$ cat config.mk
export PLATFORM = sky130hd
export DESIGN_NAME = hazard_ctrl
export DESIGN_NICKNAME = d
export VERILOG_FILES = /design/src/rtl/hazard_ctrl.sv
export SDC_FILE = /design/constraint.sdc
export NUM_CORES = 1
export LEC_CHECK = 0
export ABC_AREA = 1
export CORE_MARGIN = 2
export CORE_UTILIZATION = 35
export CTS_CLUSTER_DIAMETER = 200
export CTS_CLUSTER_SIZE = 8
export DETAILED_ROUTE_END_ITERATION = 12
export HOLD_SLACK_MARGIN = 0.1
export PLACE_DENSITY = 0.8
export SLEW_MARGIN = 15
export SYNTH_ARGS = -nofsm -noshare
export SYNTH_HDL_FRONTEND = slang
export SYNTH_SLANG_ARGS = --single-unit
$ cat constraint.sdc
create_clock -name clk -period 2 [get_ports clk]
set_input_delay 0.4 -clock clk [delete_from_list [all_inputs] [get_ports clk]]
set_output_delay 0.4 -clock clk [all_outputs]
set_load 0.01 [all_outputs]
$ cat src/rtl/hazard_ctrl.sv
// Stall/flush controller for the 5-stage pipeline: load-use, control and divider hazards.
// Define HAZARD_PERF_EN to build the stall_cycles performance counter.
module hazard_ctrl #(
    parameter int unsigned DIV_LAT = 32,
    parameter int unsigned CNT_W   = 6
) (
    input  logic        clk,
    input  logic        reset,
    input  logic [4:0]  id_rs,
    input  logic [4:0]  id_rt,
    input  logic        id_use_rs,
    input  logic        id_use_rt,
    input  logic        id_jump,
    input  logic        id_is_div,
    input  logic        id_reads_hilo,
    input  logic        ex_memread,
    input  logic [4:0]  ex_rd,
    input  logic        ex_branch_taken,
    output logic        pc_we,
    output logic        ifid_we,
    output logic        ifid_flush,
    output logic        idex_flush,
    output logic        div_start,
    output logic        div_busy,
    output logic [31:0] stall_cycles
);

    typedef enum logic [0:0] {StRun, StDivBusy} state_e;

    state_e           state_q, state_d;
    logic [CNT_W-1:0] cnt_q, cnt_d;
    logic             load_use;
    logic             div_hazard;

    assign load_use = ex_memread && (ex_rd != 5'd0) &&
                      ((id_use_rs && (id_rs == ex_rd)) || (id_use_rt && (id_rt == ex_rd)));
    assign div_hazard = (state_q == StDivBusy) && (id_reads_hilo || id_is_div);

    always_comb begin
        pc_we      = 1'b1;
        ifid_we    = 1'b1;
        ifid_flush = 1'b0;
        idex_flush = 1'b0;
        div_start  = 1'b0;
        div_busy   = (state_q == StDivBusy);
        if (!reset) begin
            pc_we      = 1'b0;
            ifid_we    = 1'b0;
            ifid_flush = 1'b1;
            idex_flush = 1'b1;
            div_busy   = 1'b0;
        end else if (ex_branch_taken) begin
            // ID holds a wrong-path instruction, so nothing below may act on it.
            ifid_flush = 1'b1;
            idex_flush = 1'b1;
        end else if (load_use || div_hazard) begin
            pc_we      = 1'b0;
            ifid_we    = 1'b0;
            idex_flush = 1'b1;
        end else begin
            ifid_flush = id_jump;
            div_start  = (state_q == StRun) && id_is_div;
        end
    end

    always_comb begin
        state_d = state_q;
        cnt_d   = cnt_q;
        unique case (state_q)
            StRun: begin
                if (div_start) begin
                    state_d = StDivBusy;
                    cnt_d   = CNT_W'(DIV_LAT);
                end
            end
            StDivBusy: begin
                if (cnt_q == CNT_W'(1)) begin
                    state_d = StRun;
                    cnt_d   = '0;
                end else begin
                    cnt_d = cnt_q - CNT_W'(1);
                end
            end
            default: begin
                state_d = StRun;
                cnt_d   = '0;
            end
        endcase
    end

    always_ff @(posedge clk) begin
        if (!reset) begin
            state_q <= StRun;
            cnt_q   <= '0;
        end else begin
            state_q <= state_d;
            cnt_q   <= cnt_d;
        end
    end

`ifdef HAZARD_PERF_EN
    logic [31:0] perf_q;

    always_ff @(posedge clk) begin
        if (!reset) begin
            perf_q <= '0;
        end else if (!pc_we && (perf_q != 32'hFFFF_FFFF)) begin
            perf_q <= perf_q + 32'd1;
        end
    end

    assign stall_cycles = perf_q;
`else
    assign stall_cycles = 32'd0;
`endif

endmodule
* After elaboration in Yosys (flattened, before gate mapping)
Index checks and enable logic that the tools add are counted.
Storage, ports and cells: output and inout bits 38, bits in registers 7, word-level logic and storage cells 37
Operators by class: bitwise operators 1, reductions and logical operators 10, multiplexer cells 19, add/sub/neg operators 1, eq/ne operators 4
Operators with widths (count):
- $mux W1 | 15
- $mux W6 | 2
- $pmux W6 S2 | 1
- $eq A5 B5 Y1 | 2
- $eq A6 B1 Y1 const B | 1
- $logic_and A1 B1 Y1 | 6
- $sub A6 B1 Y6 const B | 1
- $reduce_bool A5 Y1 | 1
- $logic_or A1 B1 Y1 | 3
- $ne A2 B2 Y1 const B | 1
- $pmux W1 S2 | 1
- $not A1 Y1 | 1

* Logic depth before layout (Yosys ltp)
word-level depth 10, mapped depth 10, mapped depth without buffers 10

* Least setup slack after synthesis
Ideal clock, no wire load.
path type input-to-output, start point in ex_rd[3], end point out pc_we, buffers on the path 1, arrival 1.455 ns, required time 1.600 ns, slack 0.145 ns, stages on the path 8, cell sequence inv_1 -> nand4_1 -> o21ai_0 -> inv_1 -> a21boi_0 -> nor2_1 -> nor2_1 -> buf_4
Between the ends: word-level cells in the longest chain between the ends 8, elaborated cells on any way between the ends 12, those cells by class eq/ne: 2; mux: 3; reduce/logical: 7
RTL lines:
- from (decl) | RTL line 17 | input logic [4:0] ex_rd,
- $eq A5 B5 Y1 | RTL line 36 | ((id_use_rs && (id_rs == ex_rd)) || (id_use_rt && (id_rt == ex_rd)));
- $logic_and A1 B1 Y1 | RTL line 36
- $logic_or A1 B1 Y1 | RTL line 36
- $logic_and A1 B1 Y1 * | RTL line 35 | assign load_use = ex_memread && (ex_rd != 5'd0) &&
- $logic_or A1 B1 Y1 * | RTL line 56 | end else if (load_use || div_hazard) begin
- $mux W1 * (3 in series)
- to (decl) | RTL line 19 | output logic pc_we,
Every way passes the cells marked *; elsewhere a longest branch is shown, timed or not.

* Worst setup path in the final report
start point in id_is_div, end point out pc_we
Between the ends: word-level cells in the longest chain between the ends 6
RTL lines:
- from (decl) | RTL line 14 | input logic id_is_div,
- $logic_or A1 B1 Y1 | RTL line 37 | assign div_hazard = (state_q == StDivBusy) && (id_reads_hilo || id_is_div);
- $logic_and A1 B1 Y1 | RTL line 37
- $logic_or A1 B1 Y1 | RTL line 56
- $mux W1 | RTL line 56
- $mux W1 | RTL line 52 | end else if (ex_branch_taken) begin
- $mux W1 | RTL line 46 | if (!reset) begin
Every way passes these cells.

==> impl_metrics.env <==
export IMPL_slew_viol_final=0
export IMPL_start_util=0.366
export IMPL_wl_met3_um=133
export IMPL_final_cells=215
export IMPL_gp_congestion=0.837
export IMPL_ant_nets=0
export IMPL_rsz0062_at_grt="yes"
export IMPL_dp_cells=211
export IMPL_drt_wirelength_per_cell_um=7.73
export IMPL_clkTransAtPathRegs_ns=0.05
export IMPL_dieArea_sq_mm=0.00299
export IMPL_fp_dieH_um=54.7
export IMPL_firstDrtPassIters=4
export IMPL_routed_wl_um=1660
export IMPL_p_int_w=0.000307
export IMPL_status="finished clean"
export IMPL_wl_met1_um=692
export IMPL_powerDensity_mw_per_mm2=421
export IMPL_grt_usage=0.124
export IMPL_switchingPower_w=0.000172
export IMPL_drtIter0Drc=3
export IMPL_setup_tns_ns=0
export IMPL_cts_root_buffer="clkbuf_4"
export IMPL_finalHoldViolations=0
export IMPL_crit_arrival_ns=1.49
export IMPL_cp_end_kind="primary output"
export IMPL_diodes=0
export IMPL_grt_start_max_net_pins=6
export IMPL_power_frac_comb=0.399
export IMPL_vdd_ir_drop_worst_uv=354
export IMPL_startpoint_type="input port"
export IMPL_vias=875
export IMPL_clock_latency_ns=0.26
export IMPL_ios=62
export IMPL_tritoncts="built"
export IMPL_max_freq_mhz=529
export IMPL_yosysWarnings=0
export IMPL_setup_slack_ns=0.109
export IMPL_drv_cap=0
export IMPL_place_ws_ns=-0.766
export IMPL_yosysSeqAreaShare=0.156
export IMPL_top_layer_used="met4"
export IMPL_overflow=0
export IMPL_core_sq_mm=0.00245
export IMPL_drive_above_1_share=0.168
export IMPL_antenna_found_initial=0
export IMPL_post_route_min_period_ns=1.89
export IMPL_p_clk_frac=0.268
export IMPL_numPortBuffers=29
export IMPL_clock_path_buffers=2
export IMPL_worstSetupPathType="in2out"
export IMPL_ys_ff_latch=7
export IMPL_fill_cells=274
export IMPL_dp_hpwl_um=1460
export IMPL_syn_to_final_growth_pct=26.3
export IMPL_vias_per_cell=4.07
export IMPL_cts_sinks=7
export IMPL_min_path_type="reg2reg"
export IMPL_setup_viol=0
export IMPL_switching_share=0.359
export IMPL_syn_area_per_cell_sq_um=6.04
export IMPL_fin_crit_sh=0.946
export IMPL_whs_ns=0.500
export IMPL_fp_row_count=18
export IMPL_h_tree_depth=1
export IMPL_grt_pass1_vias=735
export IMPL_cts_setup_buffers=0
export IMPL_holdBufCountCts=0
export IMPL_layout_nets=212
export IMPL_leakage_nw=0.663
export IMPL_clock_skew_ns=0.00700
export IMPL_grt_pass1_wl_um=2700
export IMPL_synth_cell_types=20
export IMPL_cts_buffers_inserted=3
export IMPL_required_ns=1.60
export IMPL_synth_area_sq_um=900
export IMPL_die_w_um=54.7
export IMPL_syn_inst=149
export IMPL_dr_wl_met2_um=819
export IMPL_reg2reg_slack_ns=0.79
export IMPL_drc=0
export IMPL_path_max_fanout=3
export IMPL_seqPwrFrac=0.333
[what timing repair did]
action                                  4_1_cts  5_1_grt
endpoints found under the setup margin        6        5
resized for setup                            44       16
pin swaps                                     9       11
cloned                                        0        0
[critical path, stage by stage]
cell	delay, ns
clkdlybuf4s50_1	0.44
o21ai_2	0.14
a21boi_4	0.21
nor2_2	0.04
nor2_1	0.11
buf_2	0.15
[power groups by stage]
stage	Sequential [W]	Combinational, W	Clock (W)
6_report	0.000159	0.000191	0.000128
5_1_grt	0.000160	0.000221	0.000145
4_1_cts	0.000159	0.000189	0.000134
3_5_place_dp	0.000162	0.000201	0
3_3_place_gp	0.000162	0.000198	0
2_1_floorplan	0.000161	0.000164	0
[logic make-up after synthesis]
family	after synthesis	synth area share
AOI/OAI and AO/OA	12	0.0737
xor gates and xnor gates	3	0.0292
adders and majority gates	2	0.0278
buffers and inverters	58	0.380
DFF	7	0.156
other	1	0.00417
and+or+nand+nor	66	0.330
[synth_stat cells]
cell type	instances	area (sq um)
inv_1	24	90.1
ha_1	2	25.0
nand4_4	1	21.3
inv_2	1	3.75
nand3_1	7	35.0
o22ai_1	1	6.26
buf_4	33	248
o21a_1	1	7.51
o21ai_0	4	20.0
a21boi_0	1	7.51
dfxtp_1	7	140
xor2_1	3	26.3
a21oi_1	5	25.0
nor2_1	13	48.8
nand4_1	2	12.5
nand2_1	40	150
nor4_2	1	12.5
nand2_2	1	6.26
conb_1	1	3.75
nor3_2	1	10.0
[cells in the final DEF, fill, tap and decap left out]
cell and n:
clkbuf_1 1, ha_1 2, nor2_2 1, clkdlybuf4s50_1 6
clkbuf_2 5, nor2_4 1, nand4_4 1, buf_2 3
nor4_2 1, nor2_1 11, dlygate4sd2_1 11, o21a_1 1
o21ai_1 1, o21ai_2 1, nor3_2 1, dfxtp_1 7
inv_1 19, a21oi_1 5, nand3_1 7, nand4_1 2
o22ai_1 1, dlymetal6s2s_1 1, nand2_2 2, clkdlybuf4s15_1 3
buf_4 5, nand2_1 39, clkbuf_4 3, a21boi_4 1
xor2_1 3, inv_2 6, o21ai_0 2, conb_1 32
[per-stage QoR]
stage / area (sq um) / power [W] / util
2_1_floorplan: 1020 / 0.000325 / -
3_3_place_gp: 1130 / 0.000360 / 0.462
3_5_place_dp: 1130 / 0.000362 / 0.462
4_1_cts: 1140 / 0.000482 / 0.463
5_1_grt: 1140 / 0.000527 / 0.463
6_report: 1140 / 0.000478 / 0.463
[sequential cells by signal (all words and copies together), names as in the netlist]
register,count
cnt_q,6
state_q,1
[layout make-up]
| type | count | area (sq um) | area share |
|---|---|---|---|
| clock buffers | 4 | 26.3 | 0.0231 |
| well taps | 30 | 37.5 | 0.0330 |
| repair buffers | 34 | 277 | 0.243 |
| flip-flops and latches | 7 | 140 | 0.123 |
| multi-input cells | 115 | 562 | 0.494 |
| inverters | 25 | 93.8 | 0.0826 |
[layer usage]
| layer | vias to the layer above | track usage |
|---|---|---|
| met5 | - | 0 |
| met4 | 0 | 0.0250 |
| met3 | 3 | 0.0410 |
| met2 | 39 | 0.226 |
| met1 | 371 | 0.137 |
| li1 | 462 | - |
[final timing paths]
check / from / endpoint / cells after the start
worst min-delay path: cnt_q[1]$_SDFFE_PN0P_ / cnt_q[1]$_SDFFE_PN0P_ / 2
worst max register to register: cnt_q[2]$_SDFFE_PN0P_ / cnt_q[5]$_SDFFE_PN0P_ / 5
worst max-delay path: id_is_div / pc_we / 6
worst min register to register: cnt_q[1]$_SDFFE_PN0P_ / cnt_q[1]$_SDFFE_PN0P_ / 2
No activity file was read; power rests on OpenSTA's default activity.
